[config.mk]
export PLATFORM = sky130hd
export DESIGN_NAME = ceespu_hazard_ctrl
export DESIGN_NICKNAME = d
export VERILOG_FILES = /design/src/rtl/ceespu_hazard_ctrl.sv
export SDC_FILE = /design/constraint.sdc
export NUM_CORES = 1
export LEC_CHECK = 0
export ABC_AREA = 0
export CAP_MARGIN = 20
export CELL_PAD_IN_SITES_DETAIL_PLACEMENT = 0
export CELL_PAD_IN_SITES_GLOBAL_PLACEMENT = 1
export CORE_AREA = 2 2 86 88
export CTS_CLUSTER_SIZE = 8
export DETAILED_ROUTE_END_ITERATION = 12
export DIE_AREA = 0 0 88 90
export DONT_BUFFER_PORTS = 1
export MAX_ROUTING_LAYER = met4
export PLACE_DENSITY_LB_ADDON = 0.1
export SKIP_LAST_GASP = 1
export SLEW_MARGIN = 10
export SYNTH_ARGS = -nofsm -noshare
export SYNTH_HDL_FRONTEND = slang
export SYNTH_SLANG_ARGS = --single-unit
[constraint.sdc]
create_clock -name I_clk -period 3 [get_ports I_clk]
set_input_delay 0.6 -clock I_clk [delete_from_list [all_inputs] [get_ports I_clk]]
set_output_delay 0.6 -clock I_clk [all_outputs]
set_load 0.05 [all_outputs]
[src/rtl/ceespu_hazard_ctrl.sv]
// ceespu_hazard_ctrl
// -----------------------------------------------------------------------------
// Hazard and forwarding controller for the ceespu pipeline. It sits between
// fetch/decode and execute and keeps a short scoreboard of in-flight
// destination registers. For every source operand of the instruction that is
// entering decode it picks the youngest in-flight producer, registers that
// choice as a forwarding select, and muxes forwarded data into the ALU
// operands. If the youngest producer is a load whose data is not yet
// available, it stalls fetch/decode and asks decode to issue a bubble.
//
// Parameters
//   REG_ADDR_W  register index width
//   DATA_W      datapath width
//   NUM_SRC     source operands per instruction
//   FWD_DEPTH   downstream stages tracked (stage 0 = execute output)
//   LOAD_LAT    first stage index at which load data is valid
//   SEL_W       forward-select width (derived)
//
// Ports
//   I_clk, I_rst_n        clock (rising edge), async active-low reset
//   I_stall_ext           execute/dmem busy, freezes all state
//   I_flush               taken branch this cycle
//   I_issue_*             instruction leaving decode into execute
//   I_next_valid/_src     instruction entering decode and its sources
//   I_dec_data            regfile reads for the instruction in decode
//   I_stage_data          result of each tracked downstream stage
//   O_opnd                forwarded operands to execute
//   O_fwd_sel             registered selects (0 = regfile, s = stage s-1)
//   O_stall, O_bubble     hold fetch/decode, issue a NOP next cycle
//
// Optional feature: define CEESPU_HAZARD_STATS_EN to add the saturating
// 32-bit event counters O_luse_cnt (bubble cycles) and O_fwd_cnt (select
// updates that forward at least one operand).
// -----------------------------------------------------------------------------
module ceespu_hazard_ctrl #(
    parameter int REG_ADDR_W = 5,
    parameter int DATA_W     = 32,
    parameter int NUM_SRC    = 2,
    parameter int FWD_DEPTH  = 2,
    parameter int LOAD_LAT   = 1,
    parameter int SEL_W      = $clog2(FWD_DEPTH + 1)
) (
    input  logic                          I_clk,
    input  logic                          I_rst_n,
    input  logic                          I_stall_ext,
    input  logic                          I_flush,
    input  logic                          I_issue_valid,
    input  logic                          I_issue_we,
    input  logic                          I_issue_load,
    input  logic [REG_ADDR_W-1:0]         I_issue_regD,
    input  logic                          I_next_valid,
    input  logic [NUM_SRC*REG_ADDR_W-1:0] I_next_src,
    input  logic [NUM_SRC*DATA_W-1:0]     I_dec_data,
    input  logic [FWD_DEPTH*DATA_W-1:0]   I_stage_data,
    output logic [NUM_SRC*DATA_W-1:0]     O_opnd,
    output logic [NUM_SRC*SEL_W-1:0]      O_fwd_sel,
    output logic                          O_stall,
    output logic                          O_bubble
`ifdef CEESPU_HAZARD_STATS_EN
    ,
    output logic [31:0]                   O_luse_cnt,
    output logic [31:0]                   O_fwd_cnt
`endif
);

    logic                  sbValid [FWD_DEPTH];
    logic                  sbWe    [FWD_DEPTH];
    logic                  sbLoad  [FWD_DEPTH];
    logic [REG_ADDR_W-1:0] sbRegD  [FWD_DEPTH];

    logic [NUM_SRC*SEL_W-1:0] fwdSel;
    logic [NUM_SRC*SEL_W-1:0] newSel;
    logic                     hazard;
    logic                     selUpdate;

    // Producer search for each source operand. Candidates are scanned oldest
    // first so that a younger match simply overwrites an older one; the
    // issuing instruction is the youngest of all. stageIdx is the stage the
    // producer will occupy when the consumer reaches execute minus one, so a
    // load is only usable once stageIdx has reached LOAD_LAT.
    always_comb begin
        logic [REG_ADDR_W-1:0] src;
        logic [SEL_W-1:0]      selI;
        logic                  matchLoad;
        int                    stageIdx;
        newSel = '0;
        hazard = 1'b0;
        for (int i = 0; i < NUM_SRC; i++) begin
            src       = I_next_src[i*REG_ADDR_W +: REG_ADDR_W];
            selI      = '0;
            matchLoad = 1'b0;
            stageIdx  = 0;
            for (int j = FWD_DEPTH - 2; j >= 0; j--) begin
                if (I_next_valid && sbValid[j] && sbWe[j] && (sbRegD[j] == src)) begin
                    selI      = SEL_W'(j + 2);
                    matchLoad = sbLoad[j];
                    stageIdx  = j + 1;
                end
            end
            if (I_next_valid && I_issue_valid && I_issue_we && (I_issue_regD == src)) begin
                selI      = SEL_W'(1);
                matchLoad = I_issue_load;
                stageIdx  = 0;
            end
            if (matchLoad && (stageIdx < LOAD_LAT)) begin
                hazard = 1'b1;
            end
            newSel[i*SEL_W +: SEL_W] = selI;
        end
    end

    // Reset wins immediately over any pending hazard, and a flush cancels
    // the stall because the instruction in decode is being discarded.
    assign O_stall   = I_rst_n & (I_stall_ext | (hazard & ~I_flush));
    assign O_bubble  = I_rst_n & hazard & ~I_stall_ext & ~I_flush;
    assign selUpdate = ~I_flush & ~I_stall_ext & ~hazard;

    // Scoreboard shift register. A flush always kills the instruction just
    // issued into execute, even while the pipe is frozen; the older entries
    // only move when the pipe advances.
    always_ff @(posedge I_clk or negedge I_rst_n) begin
        if (!I_rst_n) begin
            for (int k = 0; k < FWD_DEPTH; k++) begin
                sbValid[k] <= 1'b0;
                sbWe[k]    <= 1'b0;
                sbLoad[k]  <= 1'b0;
                sbRegD[k]  <= '0;
            end
        end else if (!I_stall_ext) begin
            sbValid[0] <= I_issue_valid & ~I_flush;
            sbWe[0]    <= I_issue_we;
            sbLoad[0]  <= I_issue_load;
            sbRegD[0]  <= I_issue_regD;
            for (int k = 1; k < FWD_DEPTH; k++) begin
                sbValid[k] <= sbValid[k-1];
                sbWe[k]    <= sbWe[k-1];
                sbLoad[k]  <= sbLoad[k-1];
                sbRegD[k]  <= sbRegD[k-1];
            end
        end else if (I_flush) begin
            sbValid[0] <= 1'b0;
        end
    end

    // Forward selects are captured when the consumer moves into decode and
    // held while it waits there; during a load-use stall they keep the old
    // value until the load has progressed far enough.
    always_ff @(posedge I_clk or negedge I_rst_n) begin
        if (!I_rst_n) begin
            fwdSel <= '0;
        end else if (I_flush) begin
            fwdSel <= '0;
        end else if (selUpdate) begin
            fwdSel <= newSel;
        end
    end

    assign O_fwd_sel = fwdSel;

    // Operand mux: regfile value unless a select points at a stage result.
    always_comb begin
        O_opnd = I_dec_data;
        for (int i = 0; i < NUM_SRC; i++) begin
            for (int k = 0; k < FWD_DEPTH; k++) begin
                if (fwdSel[i*SEL_W +: SEL_W] == SEL_W'(k + 1)) begin
                    O_opnd[i*DATA_W +: DATA_W] = I_stage_data[k*DATA_W +: DATA_W];
                end
            end
        end
    end

`ifdef CEESPU_HAZARD_STATS_EN
    logic [31:0] luseCnt;
    logic [31:0] fwdCnt;

    // Saturating event counters: bubble cycles and select updates that
    // forward at least one operand.
    always_ff @(posedge I_clk or negedge I_rst_n) begin
        if (!I_rst_n) begin
            luseCnt <= '0;
            fwdCnt  <= '0;
        end else begin
            if (O_bubble && (luseCnt != 32'hFFFF_FFFF)) begin
                luseCnt <= luseCnt + 32'd1;
            end
            if (selUpdate && (|newSel) && (fwdCnt != 32'hFFFF_FFFF)) begin
                fwdCnt <= fwdCnt + 32'd1;
            end
        end
    end

    assign O_luse_cnt = luseCnt;
    assign O_fwd_cnt  = fwdCnt;
`endif

endmodule

==> results_dict.tcl <==
set metrics [dict create \
    slew_violations 0 \
    cpMostUsedCell "buf_4" \
    die_w_um 88 \
    min_period_ns 2.55 \
    crit_chain "buf_4 > nor2b_1 > a211oi_1 > a21oi_1 > buf_4" \
    area_growth_pct 22.7 \
    drcViolationCount 0 \
    setup_tns_ns 0 \
    cts.sinks 11 \
    p_leak_nw 1.15 \
    synth.yosys.warnings 0 \
    multi_input_area_sq_um 2330 \
    nets 562 \
    clock_path_buffers 2 \
    synth_fp_nets 518 \
    root_buffer "clkbuf_8" \
    wl_met2_mm 4.10 \
    antenna_found_initial 0 \
    stdcell_area_sq_um 3410 \
    combPwrFrac 0.562 \
    internal_power_w 0.000402 \
    routed_wl_mm 8.53 \
    clkPwrFrac 0.207 \
    final_hold_viol_count 0 \
    drtIter0Drc 55 \
    grt_pass1_wl_mm 13.4 \
    synth-edff-count 0 \
    met1_length_mm 3.27 \
    n_fill_cell 706 \
    crit_type "reg2out" \
    rows 31 \
    final_cells 509 \
    cts_tree "done" \
    die-area_sq_um 7920 \
    vias_per_cell 5.71 \
    r2r_end "O_fwd_sel[0]" \
    io_buffers 0 \
    cts_resized 0 \
    synth_flop_cell "dfrtp_1" \
    path_max_fanout 52 \
    peakVddDrop_mv 0.214 \
    start_kind "flip-flop" \
    synth-async-reset-ratio 1.00 \
    vias 2908 \
    grt_usage 0.208 \
    maxSlewHeadroom 0.578 \
    slowest_stage "dfrtp_4" \
    regToRegSetupSlack_ns 1.42 \
    r2r_start "O_fwd_sel[0]" \
    critPathMaxStageDelay_ns 0.84 \
    avgSynthCellArea_sq_um 7.57 \
    regArea_sq_um 285 \
    htree_levels 1 \
    die_y_um 90 \
    preCtsSetupSlack_ns 0.607 \
    maxCapViolCount 0 \
    power_switching_share 0.439 \
    cts_buffers 3 \
    finClkSkew_ns 0.0112 \
    fin_crit_sh 0.851 \
    grt_pass1_vias 2850 \
    dpl.hpwl_mm 6.62 \
    ioPinCount 221 \
    antenna_cells 0 \
    required_ns 2.40 \
    core-area_sq_um 7020 \
    tightestPinTransition_ns 0.633 \
    path_delay_family "flip-flops" \
    crit_arrival_ns 1.95 \
    drive_above_1_share 0.229 \
    final_common_cell "buf_4" \
    netlist_area_sq_um 2780 \
    gp_congestion 0.806 \
    setup_viol 0 \
    post-cts-setup-buffers 0 \
    synthCells 367 \
    grt_max_degree 53 \
    synth-seq-area-share 0.0991 \
    wl_met3_um 979 \
    status "completed" \
    antenna_left 0 \
    cts_hold_buf 0 \
    cp_num_buf_inv 2 \
    final_cell_mix "buf_4 (72), nor2b_1 (66), a211oi_1 (66)" \
    insertion_delay_ns 0.24 \
    p_per_area_nw_per_um2 210 \
    rsz0062_at_grt "false" \
    yosysUniqueCellTypes 25 \
    final_util 0.486 \
    clkTransAtPathRegs_ns 0.06 \
    routed.top_layer "met4" \
    wl_per_cell_um 16.8 \
    timing.fmax_mhz 392 \
    end_kind "output port" \
    overflow 0 \
    seq_power_share 0.231 \
    dpl-instance-area_sq_um 3360 \
    reg2reg_depth 3 \
    finalWorstSetupSlack_ns 0.447 \
    ys_ff_latch 11 \
    initial_utilization 0.396 \
    p_switching_w 0.000315 \
    firstDrtPassIters 6 \
    place_inst 505 \
    hold_class "in2async" \
]
==> power by group through the flow <==
stage | logic [W] | clock network [W] | registers [W]
2_1_floorplan | 0.000317 | 0 | 0.000167
3_3_place_gp | 0.000400 | 0 | 0.000168
3_5_place_dp | 0.000403 | 0 | 0.000168
4_1_cts | 0.000405 | 0.000155 | 0.000166
5_1_grt | 0.000431 | 0.000163 | 0.000167
6_report | 0.000403 | 0.000148 | 0.000166
==> worst reg2reg max path, stage by stage, from the launching register on <==
cell	delay, ns
dfrtp_4	0.84
buf_4	0.33
nor2_1	0.07
nor4_1	0.24
==> how the worst max path moves through the flow <==
stage	cells after the start	end	startpoint	slack, ns
2_1_floorplan	5	O_opnd[45]	O_fwd_sel[2]	0.20
3_3_place_gp	6	O_bubble	I_next_src[6]	0.62
3_5_place_dp	6	O_bubble	I_next_src[6]	0.61
4_1_cts	5	O_opnd[26]	O_fwd_sel[0]	0.43
5_1_grt	5	O_opnd[28]	O_fwd_sel[0]	0.30
6_report	5	O_opnd[26]	O_fwd_sel[0]	0.45
==> state kept, by name, indices dropped and copies added, names as in the netlist <==
signal,count
sbValid,1
O_fwd_sel,4
sbWe,1
sbRegD,5
==> stage by stage <==
stage | hold slack (ns) | power [W]
after floorplan | 0.304 | 0.000484
after global placement | 0.305 | 0.000568
after detailed placement | 0.305 | 0.000572
after CTS | 0.0410 | 0.000725
after global routing | 0.0295 | 0.000762
final | 0.0482 | 0.000717
==> layout make-up <==
type,instances,area share
flip-flops and latches,11,0.0836
clock buffers,3,0.0121
multi-input cells,318,0.683
repair buffers,76,0.182
inverters,1,0.00110
clock inverters,1,0.00147
well taps,99,0.0363
==> cell families after synthesis <==
kind of cell              after synthesis  synth area share
AOI/OAI and AO/OA                     136             0.310
xor gates and xnor gates               20            0.0630
buffers and inverters                  38            0.0639
DFF                                    11            0.0991
muxes                                  71             0.258
and+or+nand+nor                        91             0.206
==> cells in the mapped netlist (4+ instances only) <==
library cell   n  area share
a211oi_1      66        0.18
nor2b_1       66        0.15
mux2i_1       65        0.23
a21oi_1       64        0.12
clkbuf_1      19       0.026
dfrtp_1       11       0.099
buf_2         10       0.018
xnor2_1       10       0.032
xor2_1        10       0.032
nor2_1         8       0.011
buf_4          6       0.016
mux2_2         6       0.024
nand4_1        4      0.0090
nor4_1         4      0.0090
==> layer usage <==
metal  track usage  vias to the layer above
met5             -                        -
met4        0.0436                        0
met2         0.366                      138
met3        0.0624                       20
met1         0.228                     1286
li1              -                     1464
Note: power is estimated with default switching activity, not from simulation.
